[config.mk]
export PLATFORM = sky130hd
export DESIGN_NAME = l2_arbiter
export DESIGN_NICKNAME = d
export VERILOG_FILES = /design/src/rtl/l2_arb_pkg.sv /design/src/rtl/rr_arb2.sv /design/src/rtl/l2_arbiter.sv
export SDC_FILE = /design/constraint.sdc
export NUM_CORES = 1
export LEC_CHECK = 0
export CORE_AREA = 4 4 537 539
export DETAILED_ROUTE_END_ITERATION = 8
export DIE_AREA = 0 0 541 543
export GPL_TIMING_DRIVEN = 0
export RECOVER_POWER = 100
export SYNTH_ARGS = -nofsm -noshare
export SYNTH_HDL_FRONTEND = slang
export SYNTH_SLANG_ARGS = --single-unit
export TNS_END_PERCENT = 20
[constraint.sdc]
create_clock -name clk -period 3 [get_ports clk]
set_clock_uncertainty 0.05 [all_clocks]
set_input_delay 0.9 -clock clk [delete_from_list [all_inputs] [get_ports clk]]
set_output_delay 0.9 -clock clk [all_outputs]
set_load 0.01 [all_outputs]
[src/rtl/l2_arb_pkg.sv]
// Shared types for the L2 request-port arbiter: FSM states and requester identifiers.
package l2_arb_pkg;

    typedef enum logic [1:0] {
        IDLE    = 2'd0,
        SERVE_I = 2'd1,
        SERVE_D = 2'd2,
        RELEASE = 2'd3
    } arb_state_t;

    // Encoding matches the bit position of each requester in the picker vectors.
    typedef enum logic {
        REQ_I = 1'b0,
        REQ_D = 1'b1
    } req_id_t;

endpackage

[src/rtl/rr_arb2.sv]
// Two-way round-robin picker: a lone request wins outright; on contention the side
// that was not granted last time wins.
module rr_arb2
    import l2_arb_pkg::*;
(
    input  logic [1:0] req,
    input  req_id_t    last,
    output logic [1:0] grant
);

    always_comb begin
        grant = req;
        if (req == 2'b11) begin
            grant = (last == REQ_I) ? 2'b10 : 2'b01;
        end
    end

endmodule

[src/rtl/l2_arbiter.sv]
// Shares the L2 request port between the I-cache and D-cache miss paths. One requester
// is served at a time, and a one-cycle release gap follows every L2 response.
module l2_arbiter
    import l2_arb_pkg::*;
#(
    parameter int unsigned ADDR_W = 32,
    parameter int unsigned LINE_W = 256
) (
    input  logic              clk,
    input  logic              rst_n,
    input  logic              i_read,
    input  logic [ADDR_W-1:0] i_address,
    output logic              i_resp,
    output logic [LINE_W-1:0] i_rdata,
    input  logic              d_read,
    input  logic              d_write,
    input  logic [ADDR_W-1:0] d_address,
    input  logic [LINE_W-1:0] d_wdata,
    output logic              d_resp,
    output logic [LINE_W-1:0] d_rdata,
    output logic              l2_read,
    output logic              l2_write,
    output logic [ADDR_W-1:0] l2_address,
    output logic [LINE_W-1:0] l2_wdata,
    input  logic              l2_resp,
    input  logic [LINE_W-1:0] l2_rdata
);

    arb_state_t        state_q, state_d;
    req_id_t           last_q, last_d;
    logic              write_q, write_d;
    logic [ADDR_W-1:0] addr_q, addr_d;
    logic [LINE_W-1:0] wdata_q, wdata_d;
    logic [1:0]        req;
    logic [1:0]        grant;
    logic              serving;

    assign req     = {d_read | d_write, i_read};
    assign serving = (state_q == SERVE_I) || (state_q == SERVE_D);

    rr_arb2 u_rr_arb2 (
        .req   (req),
        .last  (last_q),
        .grant (grant)
    );

    always_comb begin
        state_d = state_q;
        last_d  = last_q;
        write_d = write_q;
        addr_d  = addr_q;
        wdata_d = wdata_q;
        unique case (state_q)
            IDLE: begin
                if (grant[REQ_D]) begin
                    // Write-back wins if the D-cache illegally raises both ops.
                    state_d = SERVE_D;
                    last_d  = REQ_D;
                    write_d = d_write;
                    addr_d  = d_address;
                    wdata_d = d_write ? d_wdata : '0;
                end else if (grant[REQ_I]) begin
                    state_d = SERVE_I;
                    last_d  = REQ_I;
                    write_d = 1'b0;
                    addr_d  = i_address;
                    wdata_d = '0;
                end
            end
            SERVE_I, SERVE_D: begin
                if (l2_resp) begin
                    state_d = RELEASE;
                end
            end
            RELEASE: state_d = IDLE;
            default: state_d = IDLE;
        endcase
    end

    always_ff @(posedge clk) begin
        if (!rst_n) begin
            state_q <= IDLE;
            last_q  <= REQ_I;
            write_q <= 1'b0;
            addr_q  <= '0;
            wdata_q <= '0;
        end else begin
            state_q <= state_d;
            last_q  <= last_d;
            write_q <= write_d;
            addr_q  <= addr_d;
            wdata_q <= wdata_d;
        end
    end

    // L2 command comes only from the latches, so it is stable for the whole service.
    always_comb begin
        l2_read    = serving & ~write_q;
        l2_write   = serving & write_q;
        l2_address = serving ? addr_q : '0;
        l2_wdata   = serving ? wdata_q : '0;
        i_resp     = (state_q == SERVE_I) & l2_resp;
        d_resp     = (state_q == SERVE_D) & l2_resp;
        i_rdata    = i_resp ? l2_rdata : '0;
        d_rdata    = d_resp ? l2_rdata : '0;
    end

    a_d_read_write_excl: assert property (@(posedge clk) disable iff (!rst_n)
        !(d_read && d_write));
    a_resp_only_serving: assert property (@(posedge clk) disable iff (!rst_n)
        l2_resp |-> serving);
    a_one_l2_cmd: assert property (@(posedge clk) disable iff (!rst_n)
        !(l2_read && l2_write));
    a_one_resp: assert property (@(posedge clk) disable iff (!rst_n)
        !(i_resp && d_resp));

endmodule

==> results.md <==
- Status: finished with violations
- Failing checks: setup timing
- Mux contribution to synthesized area: 0.000597
- IO Count: 1386
- Slowest stage delay, CP: 0.83 ns
- Post-CTS Hold Buffers: 0
- CP Buf/Inv Count: 2
- Worst-margin pin slew: 1.30 ns
- Leakage: 16.6 nW
- Asr flop ratio synth: 0
- Via count: 24825
- Post-Syn Area: 16800 um2
- Multi-input logic area: 10800 um2
- RSZ-0062 raised after global routing: true
- Worst rel slew slack: 0.131
- Area contributors post-synth: dfxtp_1, and3_1, a32oi_1
- Number of synthesized register bits: 292
- 1st-iter DRT viols: 2336
- Initial antenna violation count: 166
- Pre-antenna DRT Iters: 7
- Routability Congestion: 1.06
- Synth Instances: 2039
- Max_cap viols: 0
- FMAX: 290 MHz
- CP endpoint kind: output pin
- Sequential area share after synthesis: 0.349
- Chip Width: 541 um
- Crit Path Category: in2out
- Largest family of logic cells by synthesized area: simple AND/OR/NAND/NOR gates
- Core area: 284000 um2
- Clock Latency Late Sink: 0.63 ns
- Die ar.: 294000 um2
- R2R setup slack: 0.62 ns
- Mean Syn Cell Area: 8.22 um2
- Tmin final: 3.45 ns
- Nets: 4093
- Hold Path Class: reg2reg
- Filler cells: 32744
- Layout cells sized above 1: 0.306
- Antenna-violating nets left: 0
- Vias per inst: 3.39
- Crit Path Max Fanout: 2
- Clock sink total: 292
- Number of I/O port buffers: 1382
- Pwr per Cell Area: 649 nW/um2
- WP data required: 2.05 ns
- Number of synthesized flops with an enable pin: 0
- Tcrit/Tclk final: 1.15
- Setup ws final: -0.452 ns
- Clk pin slew, worst setup/hold paths: 0.05 ns
- Initial core utilization: 0.0590
- Maximum vdd drop: 326 uV
- Synth Area in Simple Gates: 0.413
- Synth top cells by count: and3_1, and2_1, dfxtp_1
- Area grow syn2layout: 132%
- Drt drc: 0
- Adder-cell area share of the yosys netlist: 0.00299
- WL/cell: 36.9 um
- Remaining global-route overflow: 0
- CP cell instances: clkdlybuf4s50_1, and3_1, dlygate4sd2_1
- Hold Vio Cnt, Final: 0
- Final setup viols: 812
- Vias in the first global route: 23589
- Ys flop type: dfxtp_1
- Post-synth top area share: 0.349
- Synth cell types: 24
- First-pass GRT wire length: 320000 um
- Ys Warns: 0
- Routed wire length: 270000 um
- Syn_nets: 2625
- H-tree depth: 2
- Highest-delay cell along the critical path: clkdlybuf4s50_1
- Count leader, synth: and3_1
- CTS tree: yes
- Die Y: 543 um
- Rows: 196
- Clock buffer depth: 3
- Startpoint class of the critical path: input port
- Compound-Gate Fraction of Synth Area: 0.162
- Num CTS Buffers: 37
- Slew Limit Fails: 0
- Largest delay share family, worst path: buffers and inverters
- Dpl hpwl: 241000 um
- CTS root buffer: clkbuf_16
- Synth Area in XOR/XNOR: 0
- FF+latch area: 5850 um2
- Setup_tns: -137.64 ns
- Crit path DAT: 2.50 ns
- Total Power: 25.2 mW
- GRT Overall Usage: 0.174
- Pin count of the biggest net entering global routing: 14
- Synth area leader: dfxtp_1
-- routing by layer --
| layer | wire length [um] | track usage | up-vias |
|---|---|---|---|
| li1 | - | - | 10364 |
| met1 | 111000 | 0.214 | 12126 |
| met2 | 112000 | 0.258 | 1934 |
| met3 | 40000 | 0.107 | 369 |
| met4 | 7430 | 0.0344 | 32 |
| met5 | 463 | 0 | - |
-- path summary, 6_finish.rpt --
| check | from | to | cells past startpoint |
|---|---|---|---|
| min | wdata_q[242] | wdata_q[242] | 2 |
| min reg2reg | wdata_q[242] | wdata_q[242] | 2 |
| max | l2_rdata[139] | i_rdata[139] | 3 |
| max reg2reg | last_q | addr_q[30] | 4 |
-- stage by stage --
step,util,worst slack (ns),cells,hold WS [ns],cell area (um2)
after floorplan,-,0.298,2039,0.418,16800
after global placement,0.124,-2.99,7183,0.429,35300
after detailed placement,0.124,-2.97,7184,0.436,35300
after CTS,0.135,-0.389,7286,0.453,38400
after global routing,0.136,-0.386,7304,0.475,38700
final,0.137,-0.452,7333,0.449,38800
-- power by group --
part | internal (mW) | switching [mW] | total [mW]
clock | 2.87 | 2.17 | 5.05
combinational | 6.29 | 8.64 | 14.9
sequential | 4.70 | 0.521 | 5.22
-- worst reg2reg max path, stage by stage, from the launching register on --
cell and delay (ns):
dfxtp_1 0.35, a2bb2oi_1 0.95, buf_2 0.44, nand2_1 0.29, a31oi_1 0.23
-- cell type report --
type | count | area share
sequential | 292 | 0.151
inverter | 2 | 0.000387
antenna | 36 | 0.00232
multi-input combinational | 1468 | 0.277
clock buffer | 47 | 0.0261
buffer | 274 | 0.0580
timing repair buffer | 1432 | 0.357
tap | 3762 | 0.121
clock inverter | 20 | 0.00729
-- logic make-up after synthesis --
logic type	count (synthesis)
buffers and inverters	279
adders and majority gates	4
AOI/OAI and AO/OA	331
muxes	1
and+or+nand+nor	1132
DFF	292
-- cells in the final DEF, fill, tap and decap left out, types with 87 or more instances in the layout --
cell type,n
buf_6,144
buf_4,119
and2_1,194
clkbuf_2,104
dlygate4sd2_1,277
and3_1,340
nor2b_1,259
buf_2,129
dfxtp_1,290
and3_4,159
clkdlybuf4s50_1,570
clkdlybuf4s15_2,87
a32oi_1,256
-- registers in the layout, summed over array words and instances, names as in the netlist --
register	flops
addr_q	32
last_q	1
state_q	2
wdata_q	256
write_q	1
-- repair_timing --
action | CTS | global route
gates cloned | 13 | 4
pin swaps | 18 | 4
resized for setup | 2860 | 658
endpoints found under the hold margin | 0 | 0
setup buffers | 23 | 9
setup endpoints to repair | 804 | 803
Note: power is estimated with default switching activity, not from simulation.
